==> src/rtl/dft2_pair_loader_if.sv <==
// rtl/dft2_pair_loader_if.sv - sample-in / pair-out handshake bundle for the DFT-2 pair loader
interface dft2_pair_loader_if #(
    parameter int N  = 32,
    parameter int PW = 2
);
    logic          in_valid;
    logic          in_ready;
    logic [N-1:0]  in_re;
    logic [N-1:0]  in_im;
    logic          in_last;
    logic          out_valid;
    logic          out_ready;
    logic [N-1:0]  ar;
    logic [N-1:0]  ai;
    logic [N-1:0]  br;
    logic [N-1:0]  bi;
    logic [PW-1:0] out_idx;
    logic          out_last;
    logic          err_odd;

    modport master (
        output in_valid, in_re, in_im, in_last, out_ready,
        input  in_ready, out_valid, ar, ai, br, bi, out_idx, out_last, err_odd
    );

    modport slave (
        input  in_valid, in_re, in_im, in_last, out_ready,
        output in_ready, out_valid, ar, ai, br, bi, out_idx, out_last, err_odd
    );
endinterface

==> src/rtl/dft2_pair_loader.sv <==
// rtl/dft2_pair_loader.sv - pairs consecutive complex samples into a registered (a, b) word for the butterfly
module dft2_pair_loader #(
    parameter int N     = 32,
    parameter int FRAME = 8
) (
    input logic              clk,
    input logic              rst_n,
    dft2_pair_loader_if.slave bus
);
    localparam int PW = ($clog2(FRAME / 2) > 1) ? $clog2(FRAME / 2) : 1;
    localparam int SW = ($clog2(FRAME) > 1) ? $clog2(FRAME) : 1;
    localparam logic [SW-1:0] S_MAX = SW'(FRAME - 1);

    logic [N-1:0]  a_re, a_im;
    logic          has_a, pend;
    logic [SW-1:0] scnt;
    logic [PW-1:0] pcnt;

    logic [N-1:0]  ar_q, ai_q, br_q, bi_q;
    logic [PW-1:0] idx_q;
    logic          last_q, valid_q, err_q;

    logic space, in_ready, accept, frame_end, pair_load, flush, load, load_last;

    always_comb begin
        space     = !valid_q || bus.out_ready;
        // Ready is a function of state and out_ready only, never of in_valid/in_last.
        in_ready  = !pend && (!has_a || space);
        accept    = bus.in_valid && in_ready;
        frame_end = bus.in_last || (scnt == S_MAX);
        pair_load = accept && has_a;
        flush     = pend && space;
        load      = pair_load || flush;
        load_last = flush || frame_end;
    end

    always_ff @(posedge clk or negedge rst_n) begin
        if (!rst_n) begin
            a_re    <= '0;
            a_im    <= '0;
            has_a   <= 1'b0;
            pend    <= 1'b0;
            scnt    <= '0;
            pcnt    <= '0;
            ar_q    <= '0;
            ai_q    <= '0;
            br_q    <= '0;
            bi_q    <= '0;
            idx_q   <= '0;
            last_q  <= 1'b0;
            valid_q <= 1'b0;
            err_q   <= 1'b0;
        end else begin
            err_q <= flush;

            if (accept) begin
                scnt <= frame_end ? '0 : scnt + 1'b1;
            end

            if (accept && !has_a) begin
                a_re  <= bus.in_re;
                a_im  <= bus.in_im;
                has_a <= 1'b1;
                if (frame_end) begin
                    pend <= 1'b1;
                end
            end

            if (pair_load) begin
                has_a <= 1'b0;
            end

            if (flush) begin
                has_a <= 1'b0;
                pend  <= 1'b0;
            end

            // A load wins over a same-cycle drain: the new pair replaces the old one.
            if (load) begin
                ar_q    <= a_re;
                ai_q    <= a_im;
                br_q    <= flush ? '0 : bus.in_re;
                bi_q    <= flush ? '0 : bus.in_im;
                idx_q   <= pcnt;
                last_q  <= load_last;
                pcnt    <= load_last ? '0 : pcnt + 1'b1;
                valid_q <= 1'b1;
            end else if (bus.out_ready) begin
                valid_q <= 1'b0;
            end
        end
    end

    assign bus.in_ready  = in_ready;
    assign bus.out_valid = valid_q;
    assign bus.ar        = ar_q;
    assign bus.ai        = ai_q;
    assign bus.br        = br_q;
    assign bus.bi        = bi_q;
    assign bus.out_idx   = idx_q;
    assign bus.out_last  = last_q;
    assign bus.err_odd   = err_q;
endmodule
==> src/flat_wrapper.sv <==
// flat-port wrapper written by rule: the top's interface ports become plain ports
module dft2_pair_loader_flat 
#(
    parameter int N     = 32,
    parameter int FRAME = 8
)
  (clk, rst_n, bus_in_valid, bus_in_re, bus_in_im, bus_in_last, bus_out_ready, bus_in_ready, bus_out_valid, bus_ar, bus_ai, bus_br, bus_bi, bus_out_idx, bus_out_last, bus_err_odd);
  dft2_pair_loader_if #(.N(N)) bus_i ();
  input logic clk;
  input logic rst_n;
  input wire logic [$bits(bus_i.in_valid)-1:0] bus_in_valid;
  input wire logic [$bits(bus_i.in_re)-1:0] bus_in_re;
  input wire logic [$bits(bus_i.in_im)-1:0] bus_in_im;
  input wire logic [$bits(bus_i.in_last)-1:0] bus_in_last;
  input wire logic [$bits(bus_i.out_ready)-1:0] bus_out_ready;
  output wire logic [$bits(bus_i.in_ready)-1:0] bus_in_ready;
  output wire logic [$bits(bus_i.out_valid)-1:0] bus_out_valid;
  output wire logic [$bits(bus_i.ar)-1:0] bus_ar;
  output wire logic [$bits(bus_i.ai)-1:0] bus_ai;
  output wire logic [$bits(bus_i.br)-1:0] bus_br;
  output wire logic [$bits(bus_i.bi)-1:0] bus_bi;
  output wire logic [$bits(bus_i.out_idx)-1:0] bus_out_idx;
  output wire logic [$bits(bus_i.out_last)-1:0] bus_out_last;
  output wire logic [$bits(bus_i.err_odd)-1:0] bus_err_odd;
  assign bus_i.in_valid = bus_in_valid;
  assign bus_i.in_re = bus_in_re;
  assign bus_i.in_im = bus_in_im;
  assign bus_i.in_last = bus_in_last;
  assign bus_i.out_ready = bus_out_ready;
  assign bus_in_ready = bus_i.in_ready;
  assign bus_out_valid = bus_i.out_valid;
  assign bus_ar = bus_i.ar;
  assign bus_ai = bus_i.ai;
  assign bus_br = bus_i.br;
  assign bus_bi = bus_i.bi;
  assign bus_out_idx = bus_i.out_idx;
  assign bus_out_last = bus_i.out_last;
  assign bus_err_odd = bus_i.err_odd;
  dft2_pair_loader #(.N(N), .FRAME(FRAME)) u_core (.clk(clk), .rst_n(rst_n), .bus(bus_i));
endmodule
==> config.mk <==
export PLATFORM = sky130hd
export DESIGN_NAME = dft2_pair_loader_flat
export DESIGN_NICKNAME = d
export VERILOG_FILES = /design/src/rtl/dft2_pair_loader_if.sv /design/src/rtl/dft2_pair_loader.sv /design/src/flat_wrapper.sv
export SDC_FILE = /design/constraint.sdc
export NUM_CORES = 1
export LEC_CHECK = 0
export ABC_AREA = 1
export CORE_AREA = 10 10 154 156
export DETAILED_ROUTE_END_ITERATION = 6
export DIE_AREA = 0 0 164 166
export PLACE_DENSITY = 0.67
export SYNTH_ARGS = -nofsm -noshare
export SYNTH_HDL_FRONTEND = slang
export SYNTH_SLANG_ARGS = --single-unit
==> constraint.sdc <==
create_clock -name clk -period 1.3 [get_ports clk]
set_input_delay 0.26 -clock clk [delete_from_list [all_inputs] [get_ports clk]]
set_output_delay 0.26 -clock clk [all_outputs]
set_load 0.05 [all_outputs]
==> out/metrics.yaml, run 1 <==
pwr:
  irDropWorstVdd_mv: 1.99
  p_leak_nw: 8.36
  power.total_w: 0.0515
  p_per_area_mw_per_mm2: 3070
detailed_routing:
  dr.pass1.iters: 5
  wl_per_cell_um: 23.8
  dr_total_vias: 8304
  drcViolationCount: 0
  routed_wl_um: 37600
  ant_nets: 0
  viasPerCell: 5.26
  drt-initial-drc-count: 563
global_route:
  met2_usage_pct: 42.9
  met3_usage_pct: 4.49
  track_usage_pct: 23.8
  antenna_found_initial: 0
  use_met1_pct: 27.3
  busiest_layer: "met2"
  grt_pass1_vias: 8109
  overflow: 0
  grt_max_degree: 45
  grt_pass1_wl_um: 50300
finish:
  layout-drive-gt1-share_pct: 49.0
  final_nets: 1363
  instances_no_fill: 1580
  area_growth_pct: 107
  multi_input_comb_area_mm2: 0.00355
  diodes: 0
  register_area_mm2: 0.00511
  final.fill_count: 1009
floorplan:
  core_mm2: 0.0207
  initial_core_util_pct: 39.2
  die_h_um: 166
  dieArea_mm2: 0.0272
  dieWidth_um: 164
  pin_count: 203
  rows: 53
setup_path:
  required_ns: 1.75
  path_class: "reg -> reg"
  worst_path_max_delay_cell: "dfrtp_2"
  cp.arrival_ns: 2.17
  r2r_setup_slack_ns: -0.42
  worst_path_largest_cell_delay_ns: 0.43
  cp-start-kind: "flip-flop"
  critPathMaxFanout: 5
  crit_chain: "buf_4 -> nand2_4 -> nand4_1 -> buf_6 -> buf_12 -> nand2_8 -> buf_4 -> buf_16 -> nand2_1 -> nand2_1"
  cp-end-kind: "flip-flop"
run_status:
  status: "complete, but fails checks"
  violations: "setup timing"
yosys:
  synthCells: 889
  syn_area_mm2: 0.00810
  yosys_warnings: 0
  avgSynthCellArea_um2: 9.11
  ys_seq_area_share_pct: 63.0
  syn_nets: 960
  yosys.cell_types.count: 21
  ys_seq_elements: 204
cts:
  clk_pin_slew_ns: 0.07
  cts.htree.levels: 1
  cts_inserted_buffers: 23
  clock_sinks: 204
  cts_tree: "built"
  clock_latency_ns: 0.51
  cts_root_buf: "clkbuf_16"
  cts_buffer_depth: 3
timing:
  rsz0062_at_grt: "yes"
  setup_violations: 337
  setup_tns_ns: -52.97
  setup_ws_ns: -0.421
  skew_ns: 0.0216
  slew_viol_final: 0
  whs_ns: 0.228
  period_needed_ns: 1.72
  clock.fmax_mhz: 581
  finalHoldViolCount: 0
  relSlewSlack_pct: 79.3
  min_period_over_period_pct: 132
  tightestPinTransition_ns: 0.310
place:
  dp_worst_setup_slack_ns: -0.414
  placed_cells: 1355
  gp_congestion: 0.805
  port_buffers: 202
  dpl.hpwl_um: 16500
hold_path:
  hold_path.class: "in -> async"
run:
  cap_violations: 0
-- area by class of cell --
type / count / share of cell area [%]
Inverter: 69 / 1.64
Clock inverter: 3 / 0.239
Clock buffer: 35 / 3.94
Timing Repair Buffer: 433 / 40.5
Sequential cell: 204 / 30.5
Tap cell: 275 / 2.05
Multi-Input combinational cell: 561 / 21.2
-- flip-flops by register name, summed over array words and instances (netlist names) --
register / count
u_core.a_im: 32
u_core.bus.err_odd: 1
u_core.bus.bi: 32
u_core.pcnt: 2
u_core.bus.out_valid: 1
u_core.a_re: 32
u_core.bus.ai: 32
u_core.has_a: 1
u_core.bus.br: 32
u_core.bus.out_idx: 2
u_core.scnt: 3
u_core.bus.ar: 32
u_core.pend: 1
u_core.bus.out_last: 1
-- Yosys cell counts --
library cell  number  area [µm²]
nand2_1          342        1280
dfrtp_1          204        5100
nand3_1          136         681
inv_1             66         248
o21ai_1           60         300
buf_2             33         165
buf_4              7        52.6
clkbuf_1           7        26.3
nor2_1             7        26.3
buf_6              4        45.0
o21ai_0            4        20.0
buf_8              3        45.0
inv_2              3        11.3
nand3b_1           3        22.5
buf_1              2        7.51
ha_1               2        25.0
nand2_2            2        12.5
a21oi_1            1        5.00
nand4_1            1        6.26
nor3_1             1        5.00
xnor2_1            1        8.76
-- timing repair --
| action | in CTS | in global routing |
|---|---|---|
| setup endpoints to repair | 256 | 333 |
| gates resized for setup | 195 | 205 |
| buffers inserted | 68 | 66 |
| endpoints found under the hold margin | 204 | 0 |
| gates cloned | 44 | 16 |
| hold buffers | 1 | 0 |
| pin swaps | 24 | 12 |
-- power breakdown --
group / total, W / switching, W / internal, W
sequential: 0.0126 / 0.00328 / 0.00930
combinational: 0.0327 / 0.0161 / 0.0165
clock: 0.00622 / 0.00255 / 0.00366
-- cells in the final DEF (no fill, tap or decap), types with 2 or more instances in the layout --
| cell | n |
|---|---|
| buf_16 | 43 |
| nand3b_1 | 3 |
| clkbuf_16 | 35 |
| nor2_4 | 2 |
| nor2_2 | 2 |
| buf_8 | 10 |
| inv_1 | 64 |
| nand2_8 | 3 |
| clkdlybuf4s50_1 | 67 |
| o21ai_4 | 2 |
| nand3_2 | 100 |
| inv_2 | 3 |
| nand2_2 | 51 |
| o21ai_2 | 34 |
| clkinv_2 | 2 |
| nor2_1 | 3 |
| buf_6 | 21 |
| dfrtp_1 | 199 |
| o21ai_1 | 28 |
| nand2_4 | 37 |
| buf_4 | 108 |
| nand2_1 | 254 |
| dfrtp_2 | 5 |
| nand3_1 | 35 |
| clkbuf_1 | 8 |
| buf_12 | 170 |
| clkbuf_8 | 5 |
-- kinds of logic after synthesis --
family                   synth area share, %
flip-flops                              63.0
AND/OR/NAND/NOR                         25.1
buffers and inverters                   7.41
AO/OA/AOI/OAI                           4.02
adder cells (fa/ha/maj)                0.309
XOR/XNOR                               0.108
-- routing by layer --
metal | up-vias | share of wire, %
li1 | 3655 | -
met2 | 387 | 53
met4 | 0 | 4.8
met1 | 4142 | 35
met3 | 120 | 6.5
met5 | - | 0
-- critical path: cells and delay by family (launching register included) --
kind / cells / cell delay (ns)
buffers and inverters: 5 / 0.78
and+or+nand+nor: 5 / 0.44
DFF: 1 / 0.43
-- metrics by stage --
step,area (µm²),util [%]
2_1_floorplan,8190,-
3_3_place_gp,12000,58.2
3_5_place_dp,12000,58.2
4_1_cts,15300,74.1
5_1_grt,16800,81.0
6_report,16800,81.0
-- final timing paths --
check	start	to	cells past startpoint
setup / recovery	u_core.bus.out_valid	u_core.bus.ar[3]	10
hold / removal	rst_n	u_core.bus.ar[2]	2
setup reg to reg	u_core.bus.out_valid	u_core.bus.ar[3]	10
hold reg to reg	u_core.a_re[22]	u_core.bus.ar[22]	2
max in group asynchronous	rst_n	u_core.bus.bi[0]	3
min in group clk	bus_in_re[2]	u_core.bus.br[2]	3
(Power assumes the default switching activity.)
==> run 2, diff against run 1 <==
CORE_AREA = 10 10 147 149   (was 10 10 154 156)
DIE_AREA = 0 0 157 159   (was 0 0 164 166)
GPL_ROUTABILITY_DRIVEN = 0   (was not set)
PLACE_DENSITY = 0.73   (was 0.67)
SLEW_MARGIN = 10   (was not set)
==> out/metrics.yaml, run 2 (same netlist as run 1, synthesis figures left out) <==
timing:
  clock.fmax_mhz: 591  # +1.7%
  rsz0062_at_grt: "yes"
  setup_violations: 336  # -0.30%
  relSlewSlack_pct: 69.5  # -9.8 points
  tightestPinTransition_ns: 0.457  # +0.147 ns
  min_period_over_period_pct: 130  # -2.3 points
  setup_ws_ns: -0.391  # +0.0295 ns
  slew_viol_final: 0  # unchanged
  setup_tns_ns: -45.86  # +7.11 ns
  skew_ns: 0.0120  # -0.00963 ns
  finalHoldViolCount: 0  # unchanged
  whs_ns: 0.297  # +0.0687 ns
  period_needed_ns: 1.69  # -0.0295 ns
floorplan:
  dieWidth_um: 157  # -4.3%
  core_mm2: 0.0186  # -10%
  rows: 50  # -5.7%
  dieArea_mm2: 0.0250  # -8.3%
  die_h_um: 159  # -4.2%
  initial_core_util_pct: 43.6  # +4.4 points
  pin_count: 203  # unchanged
global_route:
  overflow: 0  # unchanged
  grt_pass1_wl_um: 48500  # -3.6%
  grt_max_degree: 43  # -4.4%
  track_usage_pct: 24.7  # +0.87 points
  grt_pass1_vias: 8173  # +0.79%
  antenna_found_initial: 0  # unchanged
setup_path:
  worst_path_largest_cell_delay_ns: 0.39  # -0.04 ns
  worst_path_max_delay_cell: "dfrtp_2"
  crit_chain: "buf_6 -> nand3_2 -> nand2_2 -> clkinvlp_4 -> buf_12"
  worst_r2r_endpoint: "u_core.bus.ai[25]"
  cp-start-kind: "flip-flop"
  crit_end: "bus_in_ready"
  reg2reg_depth: 10  # unchanged
  critPathMaxFanout: 2  # -3
  cp-end-kind: "output pin"
  required_ns: 1.04  # -0.71 ns
  cp.arrival_ns: 1.43  # -0.74 ns
  r2r-start: "u_core.bus.out_valid"
  path_class: "reg -> out"
  cp-startpoint: "u_core.bus.out_valid"
  r2r_setup_slack_ns: -0.35  # +0.07 ns
pwr:
  power.total_w: 0.0517  # +0.43%
  p_leak_nw: 8.39  # +0.28%
  irDropWorstVdd_mv: 1.87  # -5.6%
  p_per_area_mw_per_mm2: 3120  # +1.5%
place:
  dpl.hpwl_um: 17000  # +2.6%
  placed_cells: 1314  # -3.0%
  port_buffers: 202  # unchanged
cts:
  cts_tree: "built"
  clk_pin_slew_ns: 0.07  # about the same
  cts_inserted_buffers: 22  # -4.3%
  cts_root_buf: "clkbuf_16"
  clock_sinks: 204  # unchanged
  cts_buffer_depth: 3  # unchanged
  clock_latency_ns: 0.51  # about the same
  cts.htree.levels: 1  # unchanged
finish:
  register_area_mm2: 0.00512  # about the same
  final_nets: 1349  # -1.0%
  area_growth_pct: 105
  layout-drive-gt1-share_pct: 51.0  # +2.1 points
  diodes: 0  # unchanged
  instances_no_fill: 1525  # -3.5%
  multi_input_comb_area_mm2: 0.00365  # +3.0%
  final.fill_count: 679  # -33%
  final_common_cell: "dfrtp_1"
  final_cell_mix: "dfrtp_1 (195), nand2_1 (186), buf_12 (171)"
run:
  cap_violations: 0  # unchanged
detailed_routing:
  ant_nets: 0  # unchanged
  wl_per_cell_um: 26.3  # +11%
  viasPerCell: 5.72  # +8.8%
  drcViolationCount: 0  # unchanged
  dr.pass1.iters: 5  # unchanged
  routed_wl_um: 40100  # +6.7%
  drt-initial-drc-count: 569  # +1.1%
  dr_total_vias: 8717  # +5.0%
hold_path:
  hold_path.class: "in -> async"
run_status:
  status: "complete, but fails checks"
  violations: "setup timing"
run 2: layer usage:
metal	global-route usage (%)	up-vias	part of all wire [%]
li1	-	3627	-
met1	29.1	4361	34
met2	43.1	544	52
met3	4.83	185	7.9
met4	9.44	0	6.3
met5	0	-	0
run 2: final cells by class:
type                            instances  area share (%)
Tap cell                              234            1.77
Inverter                               69            1.70
Sequential cell                       204            30.9
Clock buffer                           29            3.85
Timing Repair Buffer                  418            39.4
Clock inverter                          8           0.317
Multi-Input combinational cell        563            22.0
run 2: repair_timing:
| action | in CTS | in global routing |
|---|---|---|
| pin swaps | 37 | 43 |
| gates resized for setup | 149 | 276 |
| buffers inserted | 56 | 66 |
| endpoints found under the setup margin | 229 | 335 |
| cloned | 39 | 21 |
| hold endpoints to repair | 30 | 0 |
| hold buffers | 1 | 0 |
run 2: power by group:
part           switching, W  internal (W)  total, W
logic                0.0166        0.0161    0.0327
registers           0.00356       0.00930    0.0129
clock network       0.00268       0.00345   0.00613
total                0.0229        0.0288    0.0517
run 2: through the flow:
stage,setup slack [ns],utilization (%),area [µm²]
after floorplan,-0.0465,-,8190
after global placement,-0.346,64.7,12000
after detailed placement,-0.394,64.7,12000
after CTS,-0.347,80.0,14900
after global routing,-0.443,89.2,16600
final,-0.391,89.2,16600
run 2: worst max-delay path: cells and delay by family (launching register included):
family | cells | cell delay (ns)
buf+inv | 3 | 0.38
flops | 1 | 0.39
simple gates | 2 | 0.15
run 2: how the worst min path moves through the flow:
stage	end	from	cells after the start	slack, ns
6_report	u_core.bus.ar[6]	rst_n	2	0.30
5_1_grt	u_core.bus.ar[6]	rst_n	2	0.30
4_1_cts	u_core.a_re[4]	rst_n	2	0.30
3_5_place_dp	u_core.a_re[4]	rst_n	1	0.24
3_3_place_gp	u_core.bus.br[11]	rst_n	1	0.24
2_1_floorplan	u_core.a_im[0]	rst_n	0	-0.04
==> run 3, diff against run 2 <==
CELL_PAD_IN_SITES_DETAIL_PLACEMENT = 1   (was not set)
CELL_PAD_IN_SITES_GLOBAL_PLACEMENT = 1   (was not set)
CORE_AREA = 10 10 168 170   (was 10 10 147 149)
DIE_AREA = 0 0 178 180   (was 0 0 157 159)
==> out/metrics.yaml, run 3 (same netlist as run 1, synthesis figures left out) <==
timing:
  setup_tns_ns: -85.36  # -39.50 ns
  slew_viol_final: 0  # unchanged
  min_period_over_period_pct: 148  # +18 points
  tightestPinTransition_ns: 0.375  # -0.0820 ns
  finalHoldViolCount: 0  # unchanged
  skew_ns: 0.0191  # +0.00714 ns
  relSlewSlack_pct: 74.9  # +5.4 points
  clock.fmax_mhz: 520  # -12%
  setup_ws_ns: -0.624  # -0.232 ns
  setup_violations: 338  # +0.60%
  rsz0062_at_grt: "yes"
  period_needed_ns: 1.92  # +0.232 ns
place:
  dpl.hpwl_um: 19100  # +12%
  port_buffers: 202  # unchanged
  placed_cell_area_mm2: 0.0120  # +0.23%
cts:
  clock_sinks: 204  # unchanged
  cts_buffer_depth: 3  # unchanged
  clock_latency_ns: 0.54  # +0.03 ns
  clk_pin_slew_ns: 0.08  # about the same
  cts_root_buf: "clkbuf_16"
  cts_tree: "built"
  cts.htree.levels: 1  # unchanged
  cts_inserted_buffers: 24  # +9.1%
pwr:
  p_leak_nw: 8.87  # +5.8%
  switching_share_pct: 46.6  # +2.4 points
  share_comb_of_total_power_pct: 64.2  # +1.0 points
  switching_power_w: 0.0270  # +18%
  clock_power_share_pct: 12.6  # +0.7 points
  irDropWorstVdd_mv: 1.69  # -10%
  seq_power_share_pct: 23.2  # -1.7 points
  p_per_area_mw_per_mm2: 3230  # +3.6%
  p_int_w: 0.0309  # +7.3%
setup_path:
  path_class: "reg -> reg"
  cp.arrival_ns: 2.32  # +0.89 ns
  r2r_setup_slack_ns: -0.62  # -0.27 ns
  required_ns: 1.70  # +0.66 ns
  critPathMaxFanout: 6  # +4
  cp-end-kind: "flip-flop"
  cp-start-kind: "flip-flop"
  r2r-start: "u_core.bus.out_valid"
  worst_r2r_endpoint: "u_core.bus.ai[13]"
  reg2reg_depth: 10  # unchanged
run_status:
  status: "complete, but fails checks"
  violations: "setup timing"
detailed_routing:
  dr.pass1.iters: 5  # unchanged
  ant_nets: 0  # unchanged
  drt-initial-drc-count: 780  # +37%
  routed_wl_um: 58100  # +45%
  wl_per_cell_um: 34.7  # +32%
  viasPerCell: 5.63  # -1.6%
  dr_total_vias: 9431  # +8.2%
  drcViolationCount: 0  # unchanged
floorplan:
  core_mm2: 0.0249  # +34%
  die_h_um: 180  # +13%
  pin_count: 203  # unchanged
  rows: 58  # +16%
  dieWidth_um: 178  # +13%
  dieArea_mm2: 0.0320  # +28%
  initial_core_util_pct: 32.5  # -11 points
finish:
  area_growth_pct: 121
  stdcell_area_mm2: 0.0179  # +8.2%
  final_nets: 1395  # +3.4%
  final_common_cell: "dfrtp_1"
  final_cell_mix: "dfrtp_1 (181), buf_12 (169), buf_4 (148)"
  layout-drive-gt1-share_pct: 63.4  # +12 points
global_route:
  grt_pass1_wl_um: 63000  # +30%
  grt_pass1_vias: 9449  # +16%
  grt_max_degree: 69  # +60%
  antenna_found_initial: 4  # +4
  overflow: 0  # unchanged
  track_usage_pct: 25.8  # +1.1 points
run:
  cap_violations: 0  # unchanged
hold_path:
  hold_path.class: "in -> async"
run 3: timing repair:
action / 4_1_cts / 5_1_grt
resized for setup: 153 / 498
cloned: 41 / 22
buffers inserted: 102 / 84
endpoints found under the hold margin: 176 / 0
setup endpoints to repair: 335 / 338
pin swaps: 20 / 100
hold buffers: 1 / 0
run 3: cell type report:
class / count / area [µm²]
Fill cell: 2238 / 6960
Timing Repair Buffer: 464 / 6830
Sequential cell: 204 / 5130
Multi-Input combinational cell: 561 / 4460
Clock buffer: 41 / 796
Tap cell: 330 / 413
Inverter: 69 / 280
Clock inverter: 3 / 17.5
Antenna cell: 4 / 10.0
run 3: power by group through the flow:
stage               sequential, W  combinational (W)  clock [W]
floorplan                  0.0172            0.00505          0
global placement           0.0120             0.0214          0
detailed placement         0.0121             0.0219          0
CTS                        0.0120             0.0293    0.00693
global route               0.0136             0.0380    0.00756
finish                     0.0135             0.0372    0.00731
run 3: per-stage QoR:
step           total power (W)  utilization, %  hold WS, ns  setup slack [ns]  std cells
2_1_floorplan           0.0222               -      -0.0356           -0.0465        889
3_3_place_gp            0.0334            48.4        0.195            -0.487       1401
3_5_place_dp            0.0340            48.4        0.194            -0.567       1401
4_1_cts                 0.0482            62.2        0.221            -0.418       1589
5_1_grt                 0.0592            72.0        0.237            -0.641       1676
6_report                0.0580            72.0        0.227            -0.624       1676
run 3: layer usage:
metal  vias up  share of wire, %  track usage, %
met1      4962                37            30.7
met5         -                 0               0
met3       216               6.9            4.69
met2       539                51            44.5
li1       3714                 -               -
met4         0               6.0            11.0
run 3: worst max-delay path by stage:
stage	startpoint	endpoint	slack, ns
floorplan	u_core.bus.out_valid	u_core.scnt[0]	-0.05
detailed placement	bus_in_valid	u_core.bus.bi[8]	-0.57
finish	u_core.bus.out_valid	u_core.bus.ai[13]	-0.62
global placement	bus_in_valid	u_core.bus.ar[14]	-0.49
global route	u_core.bus.out_valid	u_core.bus.br[10]	-0.64
CTS	u_core.bus.out_valid	bus_in_ready	-0.42
run 3: critical path, cell delays in order (launching register included):
cell,delay [ns]
dfrtp_2,0.43
buf_6,0.13
nand2_4,0.06
nand4_1,0.16
buf_6,0.21
buf_12,0.15
buf_12,0.15
buf_12,0.14
buf_16,0.15
nand3_2,0.07
nand2_1,0.12
